===== src/rtl/execute_unit.sv =====
// Execute stage of the 4-bit processor: ALU, accumulator, C/Z flags, output
// port, pushbutton synchroniser and the shared data-bus multiplexer.
module execute_unit #(
    parameter int SYNC_STAGES = 2
) (
    input  logic       clk,
    input  logic       reset,
    input  logic       ena,
    input  logic       loadA,
    input  logic       loadFlags,
    input  logic [2:0] opALU,
    input  logic       cs,
    input  logic       we,
    input  logic       eoALU,
    input  logic       oeIn,
    input  logic       oeOprnd,
    input  logic       loadOut,
    input  logic [3:0] oprnd,
    input  logic [3:0] pushbuttons,
    input  logic [3:0] ram_rdata,
    output logic       ram_we,
    output logic [3:0] ram_wdata,
    output logic [3:0] data_bus,
    output logic [3:0] accu,
    output logic [3:0] FF_out,
    output logic       c_flag,
    output logic       z_flag,
    output logic       bus_conflict
);

    localparam int DATA_W = 4;

    logic [SYNC_STAGES-1:0][DATA_W-1:0] syncReg;
    logic [DATA_W-1:0] pbSync;
    logic [DATA_W-1:0] busIn;
    logic [DATA_W-1:0] aluY;
    logic              aluC;
    logic              aluZ;
    logic              srcConflict;

    // Returns {carry, result}; subtraction carry is the inverted borrow.
    function automatic logic [DATA_W:0] aluOp(input logic [2:0] op,
                                              input logic [DATA_W-1:0] a,
                                              input logic [DATA_W-1:0] b);
        logic [DATA_W:0] r;
        case (op)
            3'b001:  r = {1'b0, a} + {1'b0, ~b} + 5'd1;
            3'b010:  r = {1'b0, b};
            3'b011:  r = {1'b0, a} + {1'b0, b};
            3'b100:  r = {1'b0, ~(a & b)};
            default: r = {1'b0, a};
        endcase
        return r;
    endfunction

    assign pbSync = syncReg[SYNC_STAGES-1];

    always_comb begin
        busIn = '0;
        if (oeOprnd)
            busIn = oprnd;
        else if (cs && !we)
            busIn = ram_rdata;
        else if (oeIn)
            busIn = pbSync;
    end

    assign {aluC, aluY} = aluOp(opALU, accu, busIn);
    assign aluZ         = (aluY == '0);
    assign data_bus     = eoALU ? aluY : busIn;
    assign ram_we       = cs & we & ena;
    assign ram_wdata    = accu;
    assign srcConflict  = $countones({eoALU, oeIn, oeOprnd, cs & ~we}) >= 2;

    // Synchroniser runs every cycle regardless of ena.
    always_ff @(posedge clk) begin
        if (reset) begin
            syncReg <= '0;
        end else begin
            syncReg[0] <= pushbuttons;
            for (int i = 1; i < SYNC_STAGES; i++)
                syncReg[i] <= syncReg[i-1];
        end
    end

    always_ff @(posedge clk) begin
        if (reset) begin
            accu         <= '0;
            FF_out       <= '0;
            c_flag       <= 1'b0;
            z_flag       <= 1'b0;
            bus_conflict <= 1'b0;
        end else if (ena) begin
            if (loadA)
                accu <= aluY;
            if (loadFlags) begin
                c_flag <= aluC;
                z_flag <= aluZ;
            end
            if (loadOut)
                FF_out <= data_bus;
            if (srcConflict)
                bus_conflict <= 1'b1;
        end
    end

endmodule


===== config.mk =====
export PLATFORM = sky130hd
export DESIGN_NAME = execute_unit
export DESIGN_NICKNAME = d
export VERILOG_FILES = /design/src/rtl/execute_unit.sv
export SDC_FILE = /design/constraint.sdc
export NUM_CORES = 1
export LEC_CHECK = 0
export ABC_CLOCK_PERIOD_IN_PS = 3100
export CAP_MARGIN = 40
export CORE_MARGIN = 10
export CORE_UTILIZATION = 41
export DETAILED_ROUTE_END_ITERATION = 8
export GPL_ROUTABILITY_DRIVEN = 0
export PLACE_DENSITY = 0.76
export SLEW_MARGIN = 40
export SYNTH_ARGS = -nofsm -noshare
export SYNTH_HDL_FRONTEND = slang
export SYNTH_SLANG_ARGS = --single-unit

===== constraint.sdc =====
create_clock -name clk -period 3.1 [get_ports clk]
set_input_delay 0.62 -clock clk [delete_from_list [all_inputs] [get_ports clk]]
set_output_delay 0.62 -clock clk [all_outputs]
set_load 0.005 [all_outputs]

# Yosys cells after proc, flatten, opt, wreduce, memory -nomap -nowiden
# Index checks and enable logic that the tools add are counted.
# Widths: inputs -> output; s select.
# totals
ff_bits,19
input_bits,26
out_inout_bits,20
# classes
addsub,6
order_cmp,1
eq_ne,4
n_mux,5
bitwise,7
n_reduce_logical,7
# op_table
cell,count
$pmux 5 s4,1
$mux 4,4
$add 4x4->5,2
$not 4->4,2
$reduce_and 2->1,4
$eq 3x2->1 const B,2
$add 5x1->5 const B,1
$add 1x1->2,2
$and 4x4->4,1
$logic_not 4->1,1
$add 2x2->3,1
$and 1x1->1,3
$eq 3x1->1 const B,1
$eq 3x3->1 const B,1
$ge 3x2->1 const B,1
$logic_and 1x1->1,1
$logic_not 1->1,1
$not 1->1,1

# Logic depth before layout (Yosys ltp)
# depth
word_depth,9
ltp_mapped,12
depth_no_buf,12

# Worst setup path after synthesis
# OpenSTA, ideal clock, no wires.
# synth_path
kind,input to output
startpoint,input port cs
endpoint,output port data_bus[1]
t_arrival_ns,2.638
path_slack_ns,-0.158
path_stages,10
path_cell_list,nor2b_4 > and3b_2 > a221o_1 > ha_1 > fa_1 > nand2_1 > a221oi_2 > o21a_1 > a21oi_2 > a21oi_2
# synth_between
elab_chain_len,8
word_cells_on_any_way,11
cone_classes,3 x add/sub; 4 x mux; 3 x bitwise; 1 x reduce/logical
# synth_rtl
element,line_no,source
start: declaration,12,"input logic cs,"
$logic_and 1x1->1 *,62,else if (cs && !we)
$mux 4 *,62,
$mux 4 *,60,if (oeOprnd)
$not 4->4,47,"3'b001: r = {1'b0, a} + {1'b0, ~b} + 5'd1;"
$add 4x4->5,47,
$add 5x1->5,47,
$pmux 5 s4,46,case (op)
$mux 4 *,70,assign data_bus = eoALU ? aluY : busIn;
end: declaration,23,"output logic [3:0] data_bus,"
# Every way passes the cells marked *; elsewhere a longest branch is shown, timed or not.

# Worst setup path after layout
# Ends and elaborated chain as after synthesis.

==> impl_metrics.py <==
metrics = {
    "status": {
        "outcome": "complete, but fails checks",
        "violations": "setup timing",
    },
    "synth": {
        "syn_area_mm2": 0.001376,
        "synthAdderAreaFrac_pct": 11.64,
        "syn_nets": 187,
        "seq_area_frac_synth_pct": 27.64,
        "synth-simple-area-share_pct": 21.36,
        "synth_compound_area_share_pct": 27.91,
        "async_reset_ff_share_pct": 0,
        "ys_ff_latch": 19,
        "synthDistinctLibCells": 48,
        "synth.avg_cell_area_um2": 9.175,
        "synth_edf_count": 0,
        "synth-warning-count": 0,
        "synth-main-ff-cell": "dfxtp_1",
        "synth_xor_xnor_area_share_pct": 3.091,
        "synth_cells": 150,
        "muxShareOfSynthArea_pct": 0.7273,
        "synth_top_family_by_area": "compound AO/OA/AOI/OAI gates",
    },
    "cts": {
        "clk_pin_slew_ps": 110,
        "numCtsBuffers": 3,
        "cts_tree": "done",
        "clk_latency_ps": 290,
        "htreeDepth": 1,
        "cts.sinks": 19,
        "clockRootBuffer": "clkbuf_4",
        "clk_path_buf_depth": 2,
    },
    "final_layout": {
        "mostFrequentLayoutCell": "buf_4",
        "final_cell_mix": "buf_4, clkdlybuf4s50_1, dfxtp_1",
        "num-fill-cells": 247,
        "stdcell_count": 276,
        "drive_above_1_share_pct": 38.79,
        "multi_input_area_mm2": 0.001035,
        "finalCoreUtilization_pct": 72.80,
        "diodes": 0,
        "num-nets-final": 270,
        "syn2layout_area_growth_pct": 65.45,
        "final-seq-area_um2": 380.4,
    },
    "sta": {
        "fin_skew_ps": 1.306,
        "slew_violations": 0,
        "setup_ws_ps": -491.3,
        "tightest_slew_ps": 503.1,
        "post-route-min-period_ps": 3591,
        "max_freq_mhz": 278.5,
        "fin_crit_sh_pct": 115.8,
        "finalSetupViolCount": 4,
        "finalHoldViolations": 0,
        "timing.slew.headroom_pct": 66.39,
        "grt_setup_unrepaired": "true",
    },
    "global_route": {
        "grt_usage_pct": 14.43,
        "grt_pass1_vias": 1578,
        "grt_pass1_wl_um": 7327,
        "grt_antenna_before_repair": 0,
        "grt_max_degree": 20,
        "overflow": 0,
    },
    "worst_setup_path": {
        "cp.arrival_ps": 2970,
        "cp-end-kind": "output port",
        "worst-setup-path-type": "in -> out",
        "cp_max_fo": 3,
        "required_ps": 2480,
        "startpoint_type": "input port",
    },
    "placement": {
        "post-place-cells": 263,
        "port_buffers": 45,
        "post-place-ws_ps": -1199,
        "hpwl_um": 3496,
    },
    "drt": {
        "drc": 0,
        "ant_nets": 0,
        "dr.pass1.iters": 4,
        "dr_total_vias": 1436,
        "dr.first_iter.drc_count": 74,
        "wire_per_inst_um": 16.47,
        "wl_um": 4545,
        "routed_via_density": 5.203,
    },
    "die": {
        "core-area_mm2": 0.003128,
        "rows": 20,
        "io_pins": 46,
        "die_w_um": 77.94,
        "dieArea_mm2": 0.006075,
        "die_h_um": 77.94,
        "start_util_pct": 44.00,
    },
    "hold_path": {
        "min_path_type": "reg -> reg",
    },
    "power": {
        "p_per_area_mw_per_mm2": 315.2,
        "p_leak_nw": 0.9776,
        "ir_worst_vdd_v": 0.0002369,
    },
    "flow_run": {
        "maxCapViolations": 0,
    },
}
worst paths after layout:
path / start / to / slack [ps] / depth (start not counted)
max: cs / data_bus[1] / -490 / 13
min: syncReg[0] / pbSync[0] / 450 / 1
max reg2reg: pbSync[0] / FF_out[1] / 510 / 12
min reg2reg: syncReg[0] / pbSync[0] / 450 / 1
metrics by stage:
step	hold slack, ps	cell area [um2]	setup TNS (ps)	total power [W]
after floorplan	413.8	1393	-124.1	0.0004096
after global placement	420.1	2082	-5640	0.0005403
after detailed placement	423.9	2082	-6745	0.0005500
after CTS	449.4	2210	-1350	0.0006948
after global routing	460.1	2277	-1712	0.0007581
final	450.2	2277	-1322	0.0007177
final cells by class:
class | count | area share (%)
Multi-Input combinational cell | 112 | 45.44
Timing Repair Buffer | 88 | 32.80
Sequential cell | 19 | 16.70
Tap cell | 44 | 2.418
Inverter | 9 | 1.484
Clock buffer | 4 | 1.154
sequential cells by signal (all words and copies together) (netlist names):
name	cells
bus_conflict	1
z_flag	1
FF_out	4
c_flag	1
accu	4
syncReg	4
pbSync	4
metal layers:
layer	track usage (%)	up-vias	part of all wire, %
li1	-	695	-
met1	14.76	684	39
met2	27.03	49	53
met3	4.032	8	6.8
met4	5.556	0	1.5
met5	0	-	0
worst max-delay path: stages:
cell	delay, ps
buf_6	90
nor2b_4	130
and3b_2	190
a221o_1	310
buf_6	140
ha_4	150
fa_2	520
nand2_2	50
a221oi_2	240
o21a_1	160
a21oi_2	50
a21oi_2	160
buf_2	140
Yosys cell counts, types with 2 or more instances:
master    instances  area [um2]
dfxtp_1          19       380.4
a21oi_2           2       17.52
o31ai_1           2       15.01
a211o_1           2       17.52
a21o_1            3       22.52
clkbuf_1          3       11.26
fa_1              3       60.06
and2b_1           2       15.01
nor3b_1           2       15.01
a211oi_1          4       30.03
xnor2_1           2       17.52
inv_1             9       33.78
nand2_1          13       48.80
o22ai_1           2       12.51
o21a_1            3       22.52
a21oi_1          11       55.05
a221o_1           2       20.02
buf_4             5       37.54
and3b_2           2       20.02
a22o_1            2       17.52
buf_6             2       22.52
o21ai_0           2       10.01
nor2b_1           9       56.30
nor2_1           11       41.29
a221oi_2          3       45.04
ha_1              8       100.1
cells by family (layout without fill, tap and decap cells):
group	after synthesis	count (layout)
compound gates	46	46
fa+ha+maj	11	11
flops	19	19
xor+xnor	4	4
buf+inv	19	101
mux	1	1
simple gates	50	50
power breakdown:
group          internal, W  leakage [nW]  switching [W]
Clock            0.0000501        0.0150      0.0000764
Combinational     0.000180         0.806       0.000143
Sequential        0.000257         0.156      0.0000111
Total             0.000488         0.978       0.000230
timing repair:
action / CTS / global route
gates cloned: 0 / 0
setup buffers: 6 / 3
pin swaps: 22 / 11
setup endpoints to repair: 9 / 4
hold buffers: 0 / 0
resized for setup: 51 / 10
(Power assumes the default switching activity.)
==> RTL edit 1 (same flow settings) <==
Reset style: asynchronous (`reset`), changed in 2 clocked blocks.
--- a/src/rtl/execute_unit.sv
+++ b/src/rtl/execute_unit.sv
@@ -75,3 +75,3 @@
     // Synchroniser runs every cycle regardless of ena.
-    always_ff @(posedge clk) begin
+    always_ff @(posedge clk or posedge reset) begin
         if (reset) begin
@@ -85,3 +85,3 @@
 
-    always_ff @(posedge clk) begin
+    always_ff @(posedge clk or posedge reset) begin
         if (reset) begin
Check against the original RTL: differs if reset is asserted again (counterexample within 4 cycles, from zero or initial values and one cycle with reset high); with reset held inactive, the same outputs for 10 cycles.
==> RTL edit 1 against the unedited design <==
Worst hold slack got worse by 0.092 ns; sequential cell count unchanged; largest cell class unchanged; worst setup slack gained 0.094 ns; die area shrank 0.74%; sequential share of layout area grew 3.6 points; the flow still finishes with violations (negative setup slack); design area is 2.6% higher; wire length up 6.7%; sequential power up 17%; critical path depth stayed put; area after synthesis is 1.0% lower; total power is 36% higher; core utilization is 1.9 points higher.
==> RTL edit 1: results (changes against the unedited design) <==
[route]
drt-initial-drc-count=105  ; +42%
routed_wl_um=4851  ; +6.7%
num_vias=1425  ; -0.77%
met1_length_um=1852  ; +4.6%

[setup_path]
rr_startpoint=pbSync[0]
cp-startpoint=we
reg2reg_depth=13  ; +1
r2r_slack_ns=0.24  ; -0.27 ns
arrival_ns=2.88  ; -0.09 ns

[yosys]
synth_top_area_share_pct=34.89  ; +7.3 points
synthAdderAreaFrac_pct=11.75  ; +0.12 points
synthTopCellsByCount=dfrtp_1, nand2_1, a21oi_1
syn_inst=140  ; -6.7%
synthTopCellsByArea=dfrtp_1, ha_1, fa_1, nand2_1, a21oi_1
synth-async-reset-ratio_pct=100.0  ; +100 points

[global_routing]
grt_pass1_vias=1573  ; -0.32%
grt_util_met3_pct=5.415  ; +1.4 points
use_met2_pct=26.70  ; -0.33 points
grt_usage_pct=14.81  ; +0.38 points
grt_pass1_wl_um=7355  ; +0.38%

[timing]
setup_ws_ns=-0.3969  ; +0.09440 ns
finClkSkew_ns=0.01179  ; +0.01048 ns
timing.slew.headroom_pct=67.07  ; +0.68 points
hold-worst-slack_ns=0.3580  ; -0.09217 ns
setup-violations-final=4  ; unchanged
setup_tns_ns=-1.004  ; +0.3177 ns

[placed_design]
dpl_cell_area_um2=2074  ; -0.36%
dp_cells=254  ; -3.4%

[power]
peakVddDrop_uv=346.9  ; +46%
swShare_pct=34.73  ; +2.7 points

[worst_hold_path]
hold_end=pbSync[0]
hold_depth=0  ; -1

[outcome]
outcome=finished with violations
violations=negative setup slack

[final_layout]
drive_gt1_share_pct=42.11  ; +3.3 points
fin_nets=266  ; -1.5%

[clock_network]
ctsResizeCount=47  ; -7.8%

-- RTL edit 1: cell types whose count changed in the layout (fill, tap and decap cells not counted), sizes merged, moves of 3 or more --
cell	unedited run	this run
a21oi	13	9
nor2	12	7
nand2	13	16
dfxtp	19	0
mux2	0	3
dfrtp	0	19
o21ai	2	10
nor2b	10	2
a211oi	4	1
buf	50	55
-- RTL edit 1: area by class of cell --
cell class / count / area (um^2)
Inverter: 8 / 30.03
Tap cell: 44 / 55.05
Timing Repair Buffer: 93 / 798.3
Fill cell: 215 / 790.8
Multi-Input combinational cell: 104 / 950.9
Sequential cell: 19 / 475.5
Clock buffer: 3 / 22.52
Clock inverter: 1 / 5.005
-- RTL edit 1: worst reg2reg max path: cells and delay by family, from the launching register on --
family	cells	cell delay [ns]
AOI/OAI and AO/OA	5	0.86
adders and majority gates	2	0.67
and+or+nand+nor	3	0.40
DFF	1	0.38
buffers and inverters	2	0.31
muxes	1	0.16
==> RTL edit 2 (same settings) <==
Without the edit above. The parameter `SYNC_STAGES` goes from 2 to 1.
--- a/src/rtl/execute_unit.sv
+++ b/src/rtl/execute_unit.sv
@@ -3,3 +3,3 @@
 module execute_unit #(
-    parameter int SYNC_STAGES = 2
+    parameter int SYNC_STAGES = 1
 ) (
Function: changed (Yosys sat finds a counterexample within 4 cycles, from zero or initial values and one cycle with reset high).
==> RTL edit 2 against the unedited design <==
The flow still finishes with violations (negative setup slack); total power fell by 6.1%; wire length increased by 10%; worst hold slack improved by 0.021 ns; sequential cell count is 4 lower; worst setup slack better by 0.19 ns; area after synthesis is 5.1% lower; design area decreased by 3.3%; largest cell class unchanged; highest routed layer unchanged.
==> RTL edit 2: results (changes against the unedited design) <==
[outcome]
outcome=finished with violations
violations=negative setup slack

[power]
leakage_nw=0.9524  ; -2.6%
peakVddDrop_uv=233.0  ; -1.6%
powerComb_mw=0.329  ; +2%
swShare_pct=35.34  ; +3.3 points
pwr-share-clk_pct=19.0  ; +1.4 points
power.density_nw_per_um2=306.0  ; -2.9%

[timing]
setup_tns_ns=-0.8093  ; +0.5126 ns
timing.slew.headroom_pct=73.27  ; +6.9 points
setup-violations-final=3  ; -1
finClkSkew_ns=0.004187  ; +0.002881 ns
setup_ws_ns=-0.2968  ; +0.1945 ns

[yosys]
synth_area_per_cell_um2=8.427  ; -8.2%
ys_types=58  ; +21%
syn_nets=192  ; +2.7%
synthTopCellsByArea=dfxtp_1, ha_1, a21oi_1, fa_1, nand2_1
ys_seq_area_share_pct=22.99  ; -4.6 points

[placed_design]
dp_cells=270  ; +2.7%
dpl.hpwl_um=3671  ; +5.0%
dp_slack_ns=-1.132  ; +0.06714 ns

[route]
routed_wl_um=5005  ; +10%
dr_wl_met3_um=270  ; -13%
vias_per_cell=5.571  ; +7.1%
drt-initial-drc-count=135  ; +82%
wl_met2_um=2579  ; +7.8%

[setup_path]
cp_slowest_stage_delay_ns=0.36  ; -0.16 ns
arrival_ns=2.78  ; -0.19 ns

[global_routing]
grt_usage_pct=16.75  ; +2.3 points
grt_pass1_wl_um=8059  ; +10%
grt_pass1_vias=1644  ; +4.2%
grt_max_degree=14  ; -30%
met1_usage_pct=17.86  ; +3.1 points
grt_util_met3_pct=3.774  ; -0.26 points
use_met2_pct=30.19  ; +3.2 points

[final_layout]
num-fill-cells=232  ; -6.1%
drive_gt1_share_pct=40.25  ; +1.5 points

## RTL edit 2: cell types whose count changed in the layout (fill, tap and decap cells not counted), moves of 3 or more
cell,unedited run,this run
nand3_1,1,5
nor3_1,0,3
nand2_1,12,15
nor3_2,0,3
nor2b_1,9,5
a211oi_1,4,1
nand2b_1,1,5
a21oi_2,4,1
a21oi_1,8,11
dfxtp_1,19,15
## RTL edit 2: path summary, 6_finish.rpt
kind | start | to | slack, ns | cells past startpoint
hold reg to reg | c_flag | c_flag | 0.47 | 2
hold / removal | c_flag | c_flag | 0.47 | 2
setup / recovery | we | data_bus[2] | -0.30 | 12
setup reg to reg | accu[0] | FF_out[1] | 0.52 | 12
## RTL edit 2: tightest hold or removal path, stage by stage (launching register included)
cell,delay [ns]
dfxtp_1,0.33
nand2_1,0.06
a21oi_1,0.05
## RTL edit 2: repair_timing
| action | 4_1_cts | 5_1_grt |
|---|---|---|
| pin swaps | 18 | 5 |
| setup endpoints to repair | 6 | 4 |
| buffers inserted | 5 | 1 |
| gates resized for setup | 62 | 3 |
## RTL edit 2: final cells by class
cell class / count / area [um^2] / area share [%]
Multi-Input combinational cell: 121 / 1049 / 47.61
Timing Repair Buffer: 86 / 725.7 / 32.95
Sequential cell: 15 / 300.3 / 13.64
Tap cell: 44 / 55.05 / 2.500
Inverter: 10 / 42.54 / 1.932
Clock buffer: 3 / 22.52 / 1.023
Clock inverter: 1 / 7.507 / 0.3409
## RTL edit 2: logic make-up (layout without fill, tap and decap cells)
kind of cell | count (synthesis) | after routing | synth area share [%]
flops | 15 | 15 | 22.99
xor+xnor | 3 | 3 | 2.587
mux | 1 | 1 | 1.053
fa+ha+maj | 11 | 11 | 12.26
compound gates | 40 | 40 | 23.66
buf+inv | 19 | 100 | 7.949
simple gates | 66 | 66 | 29.50
